### src/rtl/gray2bin_mc.sv
// ---------------------------------------------------------------------------
// gray2bin_mc
//
// Multi-channel, pipelined Gray <-> binary converter for square-QAM I/Q axis
// labels. It sits between the symbol slicer and the bit de-interleaver. Each
// beat carries NUM_CH channels of I and Q labels, plus a per-beat modulation
// order and conversion direction. Beats flow through a two-stage elastic
// pipeline with valid/ready handshaking. Labels that use bits above the
// active order are flagged and zeroed. A saturating counter records how many
// output beats carried at least one flagged channel.
//
// Ports
//   clk        : clock, all logic on the rising edge
//   rst        : asynchronous reset, active low
//   i_dv       : input beat valid
//   o_rdy      : block can accept a beat this cycle
//   i_mode     : bits per axis k = i_mode + 1 (QPSK .. 256QAM)
//   i_dir      : 0 = Gray->binary, 1 = binary->Gray
//   i_code_i/q : input labels, channel c at [c*W +: W], LSB aligned
//   o_dv       : output beat valid
//   i_rdy      : downstream accepts the output beat
//   o_code_i/q : converted labels
//   o_err      : per-channel illegal-label flag, aligned with o_dv
//   i_err_clr  : synchronous clear of o_err_cnt
//   o_err_cnt  : saturating count of output beats with any o_err bit set
// ---------------------------------------------------------------------------
module gray2bin_mc #(
   parameter int MAX_ORDER = 256,
   parameter int NUM_CH    = 4,
   parameter int CNT_W     = 16,
   localparam int W        = $clog2(MAX_ORDER) / 2
) (
   input  logic                  clk,
   input  logic                  rst,
   input  logic                  i_dv,
   output logic                  o_rdy,
   input  logic [1:0]            i_mode,
   input  logic                  i_dir,
   input  logic [NUM_CH*W-1:0]   i_code_i,
   input  logic [NUM_CH*W-1:0]   i_code_q,
   output logic                  o_dv,
   input  logic                  i_rdy,
   output logic [NUM_CH*W-1:0]   o_code_i,
   output logic [NUM_CH*W-1:0]   o_code_q,
   output logic [NUM_CH-1:0]     o_err,
   input  logic                  i_err_clr,
   output logic [CNT_W-1:0]      o_err_cnt
);

   localparam logic [CNT_W-1:0] CNT_MAX = '1;

   // Stage 1: raw beat and its sideband
   logic                  v1_q, v1_d;
   logic [1:0]            mode1_q, mode1_d;
   logic                  dir1_q, dir1_d;
   logic [NUM_CH*W-1:0]   ci1_q, ci1_d;
   logic [NUM_CH*W-1:0]   cq1_q, cq1_d;

   // Stage 2: converted result
   logic                  v2_q, v2_d;
   logic [NUM_CH*W-1:0]   oi2_q, oi2_d;
   logic [NUM_CH*W-1:0]   oq2_q, oq2_d;
   logic [NUM_CH-1:0]     err2_q, err2_d;

   logic [CNT_W-1:0]      cnt_q, cnt_d;

   // Handshake helpers
   logic                  s2_free;
   logic                  s1_adv;
   logic                  accept;

   // Conversion datapath between the stages
   logic [2:0]            k;
   logic [W-1:0]          act_mask;
   logic [W-1:0]          ch_i, ch_q;
   logic [NUM_CH*W-1:0]   conv_i, conv_q;
   logic [NUM_CH-1:0]     conv_err;

   // Inputs are guaranteed zero above the active k bits when this is used,
   // so a full-width prefix XOR from the MSB gives the same result as one
   // that starts at bit k-1, and likewise for the binary->Gray form.
   function automatic logic [W-1:0] convert(input logic [W-1:0] x,
                                            input logic dir);
      logic [W-1:0] r;
      r = '0;
      if (dir) begin
         r = x ^ (x >> 1);
      end else begin
         r[W-1] = x[W-1];
         for (int j = W - 2; j >= 0; j--) begin
            r[j] = r[j+1] ^ x[j];
         end
      end
      return r;
   endfunction

   // Stage 2 can take a new beat when it is empty or draining this cycle;
   // stage 1 then advances, and stage 1 can refill in the same cycle.
   always_comb begin
      s2_free = !v2_q || i_rdy;
      s1_adv  = v1_q && s2_free;
      o_rdy   = !v1_q || s2_free;
      accept  = i_dv && o_rdy;
   end

   // Per-channel conversion of the beat held in stage 1. An unsupported
   // order flags every channel; otherwise only channels with stray high
   // bits are flagged. Flagged channels produce zeros on both axes.
   always_comb begin
      k        = {1'b0, mode1_q} + 3'd1;
      act_mask = '0;
      ch_i     = '0;
      ch_q     = '0;
      conv_i   = '0;
      conv_q   = '0;
      conv_err = '0;
      for (int b = 0; b < W; b++) begin
         act_mask[b] = (b < int'(k));
      end
      if (int'(k) > W) begin
         conv_err = '1;
      end else begin
         for (int c = 0; c < NUM_CH; c++) begin
            ch_i = ci1_q[c*W +: W];
            ch_q = cq1_q[c*W +: W];
            if ((|(ch_i & ~act_mask)) || (|(ch_q & ~act_mask))) begin
               conv_err[c] = 1'b1;
            end else begin
               conv_i[c*W +: W] = convert(ch_i, dir1_q);
               conv_q[c*W +: W] = convert(ch_q, dir1_q);
            end
         end
      end
   end

   // Next-state for both pipeline stages and the error counter. Data
   // registers only load alongside a valid transfer, so outputs hold
   // steady through a stall.
   always_comb begin
      v1_d    = accept || (v1_q && !s1_adv);
      mode1_d = mode1_q;
      dir1_d  = dir1_q;
      ci1_d   = ci1_q;
      cq1_d   = cq1_q;
      if (accept) begin
         mode1_d = i_mode;
         dir1_d  = i_dir;
         ci1_d   = i_code_i;
         cq1_d   = i_code_q;
      end

      v2_d   = s1_adv || (v2_q && !i_rdy);
      oi2_d  = oi2_q;
      oq2_d  = oq2_q;
      err2_d = err2_q;
      if (s1_adv) begin
         oi2_d  = conv_i;
         oq2_d  = conv_q;
         err2_d = conv_err;
      end

      // Clear wins over a coincident erroneous handshake
      cnt_d = cnt_q;
      if (i_err_clr) begin
         cnt_d = '0;
      end else if (v2_q && i_rdy && (|err2_q) && (cnt_q != CNT_MAX)) begin
         cnt_d = cnt_q + 1'b1;
      end
   end

   always_ff @(posedge clk or negedge rst) begin
      if (!rst) begin
         v1_q    <= 1'b0;
         mode1_q <= '0;
         dir1_q  <= 1'b0;
         ci1_q   <= '0;
         cq1_q   <= '0;
         v2_q    <= 1'b0;
         oi2_q   <= '0;
         oq2_q   <= '0;
         err2_q  <= '0;
         cnt_q   <= '0;
      end else begin
         v1_q    <= v1_d;
         mode1_q <= mode1_d;
         dir1_q  <= dir1_d;
         ci1_q   <= ci1_d;
         cq1_q   <= cq1_d;
         v2_q    <= v2_d;
         oi2_q   <= oi2_d;
         oq2_q   <= oq2_d;
         err2_q  <= err2_d;
         cnt_q   <= cnt_d;
      end
   end

   assign o_dv      = v2_q;
   assign o_code_i  = oi2_q;
   assign o_code_q  = oq2_q;
   assign o_err     = err2_q;
   assign o_err_cnt = cnt_q;

endmodule

### config.mk
export PLATFORM = sky130hd
export DESIGN_NAME = gray2bin_mc
export DESIGN_NICKNAME = d
export VERILOG_FILES = /design/src/rtl/gray2bin_mc.sv
export SDC_FILE = /design/constraint.sdc
export NUM_CORES = 1
export LEC_CHECK = 0
export CORE_ASPECT_RATIO = 1.2
export CORE_UTILIZATION = 50
export CTS_CLUSTER_SIZE = 8
export DETAILED_ROUTE_END_ITERATION = 6
export GPL_TIMING_DRIVEN = 1
export PLACE_DENSITY = 0.82
export SLEW_MARGIN = 10
export SYNTH_ARGS = -nofsm -noshare
export SYNTH_HDL_FRONTEND = slang
export SYNTH_SLANG_ARGS = --single-unit
### constraint.sdc
create_clock -name clk -period 2.7 [get_ports clk]
set_clock_uncertainty 0.15 [all_clocks]
set_input_delay 0.405 -clock clk [delete_from_list [all_inputs] [get_ports clk]]
set_output_delay 0.405 -clock clk [all_outputs]
set_load 0.02 [all_outputs]
Yosys cells after proc, flatten, opt, wreduce, memory -nomap -nowiden
Index checks and enable logic that the tools add are counted.

Bits in registers: 89. Input bits: 40.

Add/subtract/negate cells: 2. $lt $le $gt $ge: 5. Eq/ne operators: 1. Mux-type cells: 25. Bitwise gates (word level): 41. Reduce and logical (&&, ||, !) cells: 29.

Operator list (number): 4-bit two-way mux (17); 16-bit two-way mux (4); 4-bit OR reduction (9); 4-bit bitwise AND (8); 4-bit by 3-bit XOR with 4-bit output (8); 1-bit XOR (24); 16-bit by 1-bit adder with 16-bit output, second input constant (1); 16-bit != test, second input constant (1); 1-bit logical OR (8); 1-bit logical AND (7); 1-bit by 3-bit < comparator with 1-bit output, first input constant (2); 2-bit by 3-bit < comparator with 1-bit output, first input constant (2); 1-bit logical NOT (4); 1-bit two-way mux (4); 4-bit inverter (1); 2-bit by 1-bit adder with 3-bit output, second input constant (1); 3-bit greater-than comparator, second input constant (1); 2-bit nonzero test (1).

Logic depth before layout (Yosys ltp)
Word-level depth: 8. Gate-level depth with buffers: 6.

Worst setup path before layout
Ideal clock, no wire load.

Kind: flip-flop to flip-flop. Start point: register cnt_q[0], in the netlist o_err_cnt[0]. End point: register cnt_q[12], in the netlist o_err_cnt[12]. Setup time: 78 ps. Arrival: 1837 ps. Required time: 2472 ps. Path slack: 635 ps. Cell stages (with the launch flop): 6. Period minus slack after synthesis: 2065 ps. Cell sequence: dfrtp_1 ha_1 nand4_2 or3_4 or4_1 a21oi_1.

Word-level cells in the longest chain between the ends: 3. Elaborated cells between the ends (all ways): 6. Classes of those cells: add/sub: 1; eq/ne: 1; mux: 2; reduce/logical: 2.

RTL lines: from (decl) (RTL line 65) `logic [CNT_W-1:0] cnt_q, cnt_d;`; from (signal assigned) (RTL line 193) `cnt_q <= cnt_d;`; 16-bit by 1-bit adder with 16-bit output or 16-bit != test (tied branches) (RTL line 167, 166); 16-bit two-way mux or 1-bit logical AND (tied branches) (RTL line 166) `end else if (v2_q && i_rdy && (|err2_q) && (cnt_q != CNT_MAX)) begin`; 16-bit two-way mux or 2-bit nonzero test (tied branches).

Parallel ways exist; a longest one is shown, timed or not. The select of a mux whose other input is x is not followed. A chain may end at the register's enable or synchronous reset.

Final worst setup path
Start point: input i_rdy. End point: output o_rdy.

Word-level cells in the longest chain between the ends: 2.

RTL lines: from (decl) (RTL line 42) `input logic i_rdy,`; 1-bit logical OR (RTL line 100) `s2_free = !v2_q || i_rdy;`; 1-bit logical OR (RTL line 102) `o_rdy = !v1_q || s2_free;`; to (decl) (RTL line 36) `output logic o_rdy,`.

No other way between the ends.

==> flow_results.org <==
** Setup path
- STA classifies the critical path endpoint as an output pin.
- CP Launch Type :: input port
- Total buffers and inverters traversed by the critical path :: 2
- In this design, the critical path's most frequently occurring cell is sky130_fd_sc_hd__clkdlybuf4s50_1.
- Arrival time at the worst endpoint :: 1.68 ns
- Traced cell by cell, the critical path runs through clkdlybuf4s50_1 > nand3b_1 > clkdlybuf4s50_1.
- Master of the slowest instance on the critical path :: sky130_fd_sc_hd__clkdlybuf4s50_1
- Worst-path fanout max :: 3
- The cell family contributing the most delay on the critical path is buffers and inverters.
- Category of the critical setup timing path :: input port to output pin
- On the worst path, the slowest cell contributes a delay of 0.61 ns.
- Required @ worst endpoint :: 2.14 ns

** Timing
- Setup total negative slack :: 0 ns
- Endpoints failing hold :: 0
- Final setup viols :: 0
- The final number of max-transition violations came to 0.
- Derived from the worst setup path, the maximum achievable clock frequency is 448.2 MHz.
- Setup repair after global routing left no endpoint under its margin.
- The routed design could run at a clock period as short as between 2 and 2.5 ns.
- Slew @ Worst Pin :: about 0.7 ns
- Across all setup checks in the final design, the least slack found is 0.4688 ns.
- Measured against its own limit, the worst slew margin works out to 54.00%.
- Period utilization :: 82.64%
- Final-layout worst hold slack :: 0.3628 ns

** Placement
- Total placed cells including tap cells :: 530
- Buffers placed on the I/O ports in this run total 93.
- HPWL after DPL :: roughly 6300 um
- Worst-case setup slack after placement :: 0.1892 ns
- The congestion estimate from routability-driven global placement came to approximately 0.88.

** Yosys
- Number of synthesized flops with an enable pin :: 0
- The share of the Yosys chip area taken by registers is 53.96%.
- Counting every instance in the synthesized netlist gives ~350.
- Post-synth cell types :: 37
- Number of storage elements in the synthesis netlist :: 89
- After Yosys synthesis, full adders, half adders and majority gates account for 0.3031% of the synthesized area.
- Share of cell area taken by muxes after synthesis :: 10.61%
- The most used flip-flop cell after synthesis is sky130_fd_sc_hd__dfrtp_1.
- The synthesized netlist devotes 12.82% of its cell area to compound gates.
- Of the total synthesized cell area, the portion taken by XOR and XNOR cells is about 8.5%.
- Mean post-synth cell area :: 11.93 sq um
- The synthesized netlist devotes around 12% of its cell area to simple gates.
- After synthesis the cells add up to 4128 sq um.
- Synthesized net count :: 387
- After synthesis, the largest family of logic cells by area is compound AO/OA/AOI/OAI gates.
- Yosys warnings :: 0
- Post-synth ARST share :: 100.0%

** Status
- Outcome :: finished with violations
- Violations in the final reports :: design-rule violations

** CTS
- Clock net sink count :: roughly 90
- After clock tree synthesis, the clock-pin slew on the worst setup and hold paths is 0.09 ns.
- Total number of H-tree levels :: 3
- CTS max path bufs :: 2
- Clock Root Buffer :: sky130_fd_sc_hd__clkbuf_8
- Number of buffers inserted during clock tree synthesis :: 9
- TritonCTS built the clock tree.
- Post-CTS Setup Bufs :: 0
- Clk Latency, worst-skew pair :: around 0.36 ns

** Die
- Num rows :: 35
- Horizontal die dimension :: 84.94 um
- The region available for standard cell placement spans 7839 sq um.
- Number of top-level pins :: 94
- The initial utilization of the core area, before any placement, comes to 52.66%.
- Overall die area :: 8624 sq um
- From bottom edge to top edge, the die measures 101.5 um.

** Cells and area
- Non-filler cells in the finished layout :: 546
- Post-layout util :: between 60 and 70%
- Compared with the post-synthesis result, the final layout area differs by 31.56%.
- In the final layout, the share of cells above drive strength 1 is about 15%.
- Antenna diodes :: 0
- Filler cell count in the final layout :: 586
- The final layout contains 491 nets.
- Across the whole layout, storage elements account for 2227 sq um.
- Summing all multi-input logic gate instances after layout gives 1836 sq um.

** Drt
- Detail-routed via count per cell :: 5.601
- The pre-antenna-repair detailed-routing pass consisted of 6 iterations.
- For this block, the initial DRC count from the detailed router was roughly 130.
- The routed layout has 3058 vias.
- For this run, design rule violations remaining after detail routing come to 7.
- The detail route stage leaves a number of antenna-violating nets equal to 0.
- The final layout contains routed wiring with a total length of 8697 um.
- Routed WL per cell :: 15.93 um

** Global route
- The number of antenna violations at the first check in global routing is 0.
- For this run the aggregate overflow at the end of global routing stands at 0.
- The first global-routing pass estimated 14550 um of wire.
- Via count of the first global-routing pass :: 3051
- Total routing usage reported by global routing :: 22.13%
- Entering global routing, the biggest net connects 51 pins.

** Pwr
- Power spread over the standard cell area amounts to 693.3 nW/um^2.
- The worst-case IR drop observed on VDD is 0.3811 mV.
- For this design the static power due to leakage is 2.224 nW.

** Flow run
- The tool flagged a number of max-cap violations equal to 0.

** Worst hold path
- The tightest min-delay check is of the flop to flop type.
[final timing paths]
path                               from            to  slack, ns  cells past startpoint
max                               i_rdy         o_rdy       0.47                      3
min                        o_code_i[12]  o_code_i[12]       0.36                      1
min reg2reg                o_code_i[12]  o_code_i[12]       0.36                      1
max in group asynchronous           rst      cq1_q[2]       1.36                      3
min in group asynchronous           rst      ci1_q[8]       0.42                      2
max reg2reg                    o_err[1]  o_err_cnt[9]       0.47                      5
[repair_timing]
| item | in CTS | in global routing |
|---|---|---|
| hold buffers | 1 | 0 |
| resized for setup | 0 | 0 |
| hold endpoints to repair | 39 | 0 |
[where the power goes]
group          leakage, nW  internal [mW]  total [mW]  switching (mW)
clock               0.0921          0.427       0.889           0.462
combinational         1.01          0.616        1.11           0.493
sequential            1.12           1.55        1.77           0.218
[registers in the layout (all words and copies together) (netlist names)]
name / flops
o_dv: 1
o_err: 4
o_code_i: 16
dir1_q: 1
mode1_q: 2
o_err_cnt: 16
v1_q: 1
ci1_q: 16
cq1_q: 16
o_code_q: 16
[layout make-up]
| class | instances | area share, % |
|---|---|---|
| Tap cell | 92 | 2.120 |
| Clock buffer | 9 | 2.281 |
| Multi-Input combinational cell | 242 | 33.80 |
| Sequential cell | 89 | 41.01 |
| Clock inverter | 6 | 1.244 |
| Inverter | 2 | 0.1382 |
| Timing Repair Buffer | 106 | 19.40 |
[worst reg2reg max path: stages (launching register included)]
cell and delay (ns):
sky130_fd_sc_hd__dfrtp_1 0.41, sky130_fd_sc_hd__nor4_1 0.35, sky130_fd_sc_hd__buf_4 0.19, sky130_fd_sc_hd__or2_0 0.54, sky130_fd_sc_hd__nor4_1 0.16, sky130_fd_sc_hd__mux2_2 0.31
[stage by stage]
step / instance area (sq um) / power [mW]
floorplan: 4128 / 2.392
global placement: 5229 / 2.876
detailed placement: 5229 / 2.902
CTS: 5430 / 3.800
global route: 5430 / 3.972
finish: 5430 / 3.765
[cell families after synthesis]
group	after synthesis
multiplexers	39
flip-flops	89
AND/OR/NAND/NOR	87
XOR/XNOR	40
buffers and inverters	15
AO/OA/AOI/OAI	75
adder cells (fa/ha/maj)	1
[layer usage]
layer  vias up  routed length, um  track usage (%)
met3        15                599            7.416
met4         0                187            8.475
met2        95               4487            39.08
met5         -                  0                0
li1       1468                  -                -
met1      1480               3423            24.88
[cells in the mapped netlist (2+ instances only)]
cell type                  count  share of area [%]
sky130_fd_sc_hd__clkbuf_1      7               0.64
sky130_fd_sc_hd__xnor2_1      24                5.1
sky130_fd_sc_hd__xor2_1       16                3.4
sky130_fd_sc_hd__o21ai_0      11                1.3
sky130_fd_sc_hd__nand2_1       7               0.64
sky130_fd_sc_hd__nor2_1       18                1.6
sky130_fd_sc_hd__inv_1         2               0.18
sky130_fd_sc_hd__nor2b_1      11                1.7
sky130_fd_sc_hd__dfrtp_1      89                 54
sky130_fd_sc_hd__nand3_1       7               0.85
sky130_fd_sc_hd__nor4_1        9                1.4
sky130_fd_sc_hd__or3_1         2               0.30
sky130_fd_sc_hd__a21oi_1      18                2.2
sky130_fd_sc_hd__buf_2         4               0.49
sky130_fd_sc_hd__o31ai_1       7                1.3
sky130_fd_sc_hd__mux2_2       38                 10
sky130_fd_sc_hd__and3_1        3               0.45
sky130_fd_sc_hd__or4_1         6                1.1
sky130_fd_sc_hd__a31oi_1       4               0.61
sky130_fd_sc_hd__a311oi_1      2               0.42
sky130_fd_sc_hd__nand2b_1     12                1.8
sky130_fd_sc_hd__nand4_1       2               0.30
sky130_fd_sc_hd__a22o_1       32                6.8
sky130_fd_sc_hd__and4_1        2               0.42
[cell usage in the layout, fill, tap and decap left out, types with 3 or more instances in the layout]
cell type / n
sky130_fd_sc_hd__clkdlybuf4s50_1: 92
sky130_fd_sc_hd__xnor2_1: 24
sky130_fd_sc_hd__o31ai_1: 7
sky130_fd_sc_hd__nor2_1: 18
sky130_fd_sc_hd__a31oi_1: 4
sky130_fd_sc_hd__or4_1: 6
sky130_fd_sc_hd__xor2_1: 16
sky130_fd_sc_hd__a22o_1: 32
sky130_fd_sc_hd__dfrtp_1: 89
sky130_fd_sc_hd__nor2b_1: 11
sky130_fd_sc_hd__nand2b_1: 12
sky130_fd_sc_hd__nor4_1: 9
sky130_fd_sc_hd__mux2_2: 38
sky130_fd_sc_hd__o21ai_0: 11
sky130_fd_sc_hd__and3_1: 3
sky130_fd_sc_hd__buf_4: 11
sky130_fd_sc_hd__nand3_1: 7
sky130_fd_sc_hd__nand2_1: 7
sky130_fd_sc_hd__a21oi_1: 18
sky130_fd_sc_hd__clkbuf_8: 9
Power figures use the tool's default switching activity.
==> edit: new RTL, same flow settings <==
`NUM_CH`: 4 -> 2.
--- a/src/rtl/gray2bin_mc.sv
+++ b/src/rtl/gray2bin_mc.sv
@@ -28,3 +28,3 @@
    parameter int MAX_ORDER = 256,
-   parameter int NUM_CH    = 4,
+   parameter int NUM_CH    = 2,
    parameter int CNT_W     = 16,
Ports: changed (5 resized); port bits go from 94 to 60. No check against the original RTL was run, so the function may have changed too.
==> edit against the unedited design <==
Total power decreased by 45%; combinational power decreased by 46%; area after synthesis decreased by 36%; cell area decreased by 37%; setup slack got worse by 0.058 ns; sequential cell count decreased by 34; clock power decreased by 51%; wire length decreased by 38%; utilization decreased by 1.0 points; sequential share of layout area decreased by 0.75 points; critical path type unchanged; largest cell class unchanged; highest routed layer unchanged.
==> edit: results (changes against the unedited design) <==
[outcome]
run_status=complete, no violations  ; was finished with violations

[final_layout]
nNetsFinal=321  ; was 491
n_antenna_cell=0  ; unchanged
drive_gt1_frac=0.138  ; was 0.154

[place]
io_buffers=59  ; was 93
detailed_place_hpwl_um=3940  ; was 6320 µm
post-place-ws_ns=0.268  ; was 0.189 ns
globalplace.congestion=0.849  ; was 0.881

[drt]
finalWirelength_um=5350  ; was 8700 µm
firstDrtPassIters=4  ; was 6
dr.first_iter.drc_count=175  ; was 134
route.vias.total=2110  ; was 3058

[yosys]
netlist-cell-type-count=43  ; was 37
mappedNetlistNets=251  ; was 387
post_synth_mux_area_share=0.0857  ; was 0.106
synth_adder_area_share=0.00476  ; was 0.00303
synth_top_cells_by_area=dfrtp_1 (52%), mux2_2 (8.1%), a22o_1 (5.3%)  ; was dfrtp_1 (54%), mux2_2 (10%), a22o_1 (6.8%)
synth_compound_gate_area_share=0.159  ; was 0.128
async_reset_ff_frac=1.00  ; unchanged
synth_sequential_area_ratio=0.524  ; was 0.540
ys.warnings.count=0  ; unchanged
synth_xor_area_frac=0.0667  ; was 0.0849
synth.top_cells.by_count=dfrtp_1 (55), mux2_2 (19), a22o_1 (16)  ; was dfrtp_1 (89), mux2_2 (38), a22o_1 (32)

[cts]
numCtsBuffers=5  ; was 9
worst_setup_hold_path_clk_slew_ns=0.08
cts-htree-levels=2  ; was 3
cts_setup_buffers=0  ; unchanged
clk-insertion-delay-late_ns=0.31  ; was 0.36 ns

[pwr]
total_leakage_power_nw=1.37  ; was 2.22 nW
irDropWorstVdd_uv=431  ; was 381 µV
power_report.internal_total_w=0.00145  ; was 0.00259 W

[grt]
grt_pass1_vias=1954  ; was 3051
grt_start_max_net_pins=28  ; was 51
grt_first_pass_wirelength_um=8910  ; was 14600 µm
grt_use_total=0.216  ; was 0.221
grt_antenna_before_repair=0  ; unchanged

[sta]
worst_slew_pin_slew_ns=0.634  ; was 0.688 ns

[setup_path]
crit_path_max_fanout=4  ; was 3
critical_path_arrival_ns=1.73  ; was 1.68 ns

==> edit: worst paths after layout <==
kind / endpoint / startpoint / slack, ns
setup reg to reg: o_err_cnt[7]$_DFFE_PN0P_ / o_err_cnt[0]$_DFFE_PN0P_ / 0.61
max in group asynchronous: ci1_q[2]$_DFFE_PN0P_ / rst / 1.25
hold reg to reg: o_code_q[3]$_DFFE_PN0P_ / o_code_q[3]$_DFFE_PN0P_ / 0.37
setup / recovery: o_rdy / i_rdy / 0.41
hold / removal: o_code_q[3]$_DFFE_PN0P_ / o_code_q[3]$_DFFE_PN0P_ / 0.37
min in group asynchronous: o_err_cnt[6]$_DFFE_PN0P_ / rst / 0.49
==> edit: logic make-up after synthesis <==
| logic type | after synthesis |
|---|---|
| XOR/XNOR | 20 |
| flip-flops | 55 |
| AO/OA/AOI/OAI | 58 |
| AND/OR/NAND/NOR | 64 |
| multiplexers | 20 |
| adder cells (fa/ha/maj) | 1 |
| buffers and inverters | 8 |
==> edit: power groups by stage <==
stage | sequential [W] | combinational, W | clock, W
2_1_floorplan | 0.00113 | 0.000261 | 0
3_3_place_gp | 0.00106 | 0.000587 | 0
3_5_place_dp | 0.00106 | 0.000600 | 0
4_1_cts | 0.00105 | 0.000602 | 0.000453
5_1_grt | 0.00107 | 0.000645 | 0.000480
6_report | 0.00105 | 0.000594 | 0.000436
==> edit: final cells by class <==
type | instances | area, µm²
Multi-Input combinational cell | 163 | 1220
Sequential cell | 55 | 1380
Clock inverter | 1 | 5.00
Inverter | 3 | 11.3
Tap cell | 60 | 75.1
Clock buffer | 7 | 76.3
Fill cell | 382 | 1590
Timing Repair Buffer | 68 | 656
==> edit: stage by stage <==
stage	std cells	hold slack [ns]	total power, W	cell area, µm²
2_1_floorplan	226	-0.0406	0.00139	2630
3_3_place_gp	348	0.293	0.00165	3330
3_5_place_dp	348	0.297	0.00166	3330
4_1_cts	357	0.366	0.00210	3420
5_1_grt	357	0.382	0.00219	3420
6_report	357	0.365	0.00208	3420
==> edit: what timing repair did <==
action / 4_1_cts / 5_1_grt
resized for setup: 0 / 0
hold endpoints to repair: 25 / 0
hold buffers: 1 / 0
==> edit: worst max-delay path, stage by stage <==
cell and delay (ns):
clkdlybuf4s50_1 0.52, nand3b_1 0.18, clkdlybuf4s50_1 0.63
==> edit: layer usage <==
| metal | part of all wire | GRT usage | vias up |
|---|---|---|---|
| met5 | 0 | 0 | - |
| met4 | 0.015 | 0.0854 | 0 |
| met3 | 0.053 | 0.0514 | 12 |
| met2 | 0.49 | 0.350 | 83 |
| met1 | 0.44 | 0.275 | 1027 |
| li1 | - | - | 988 |
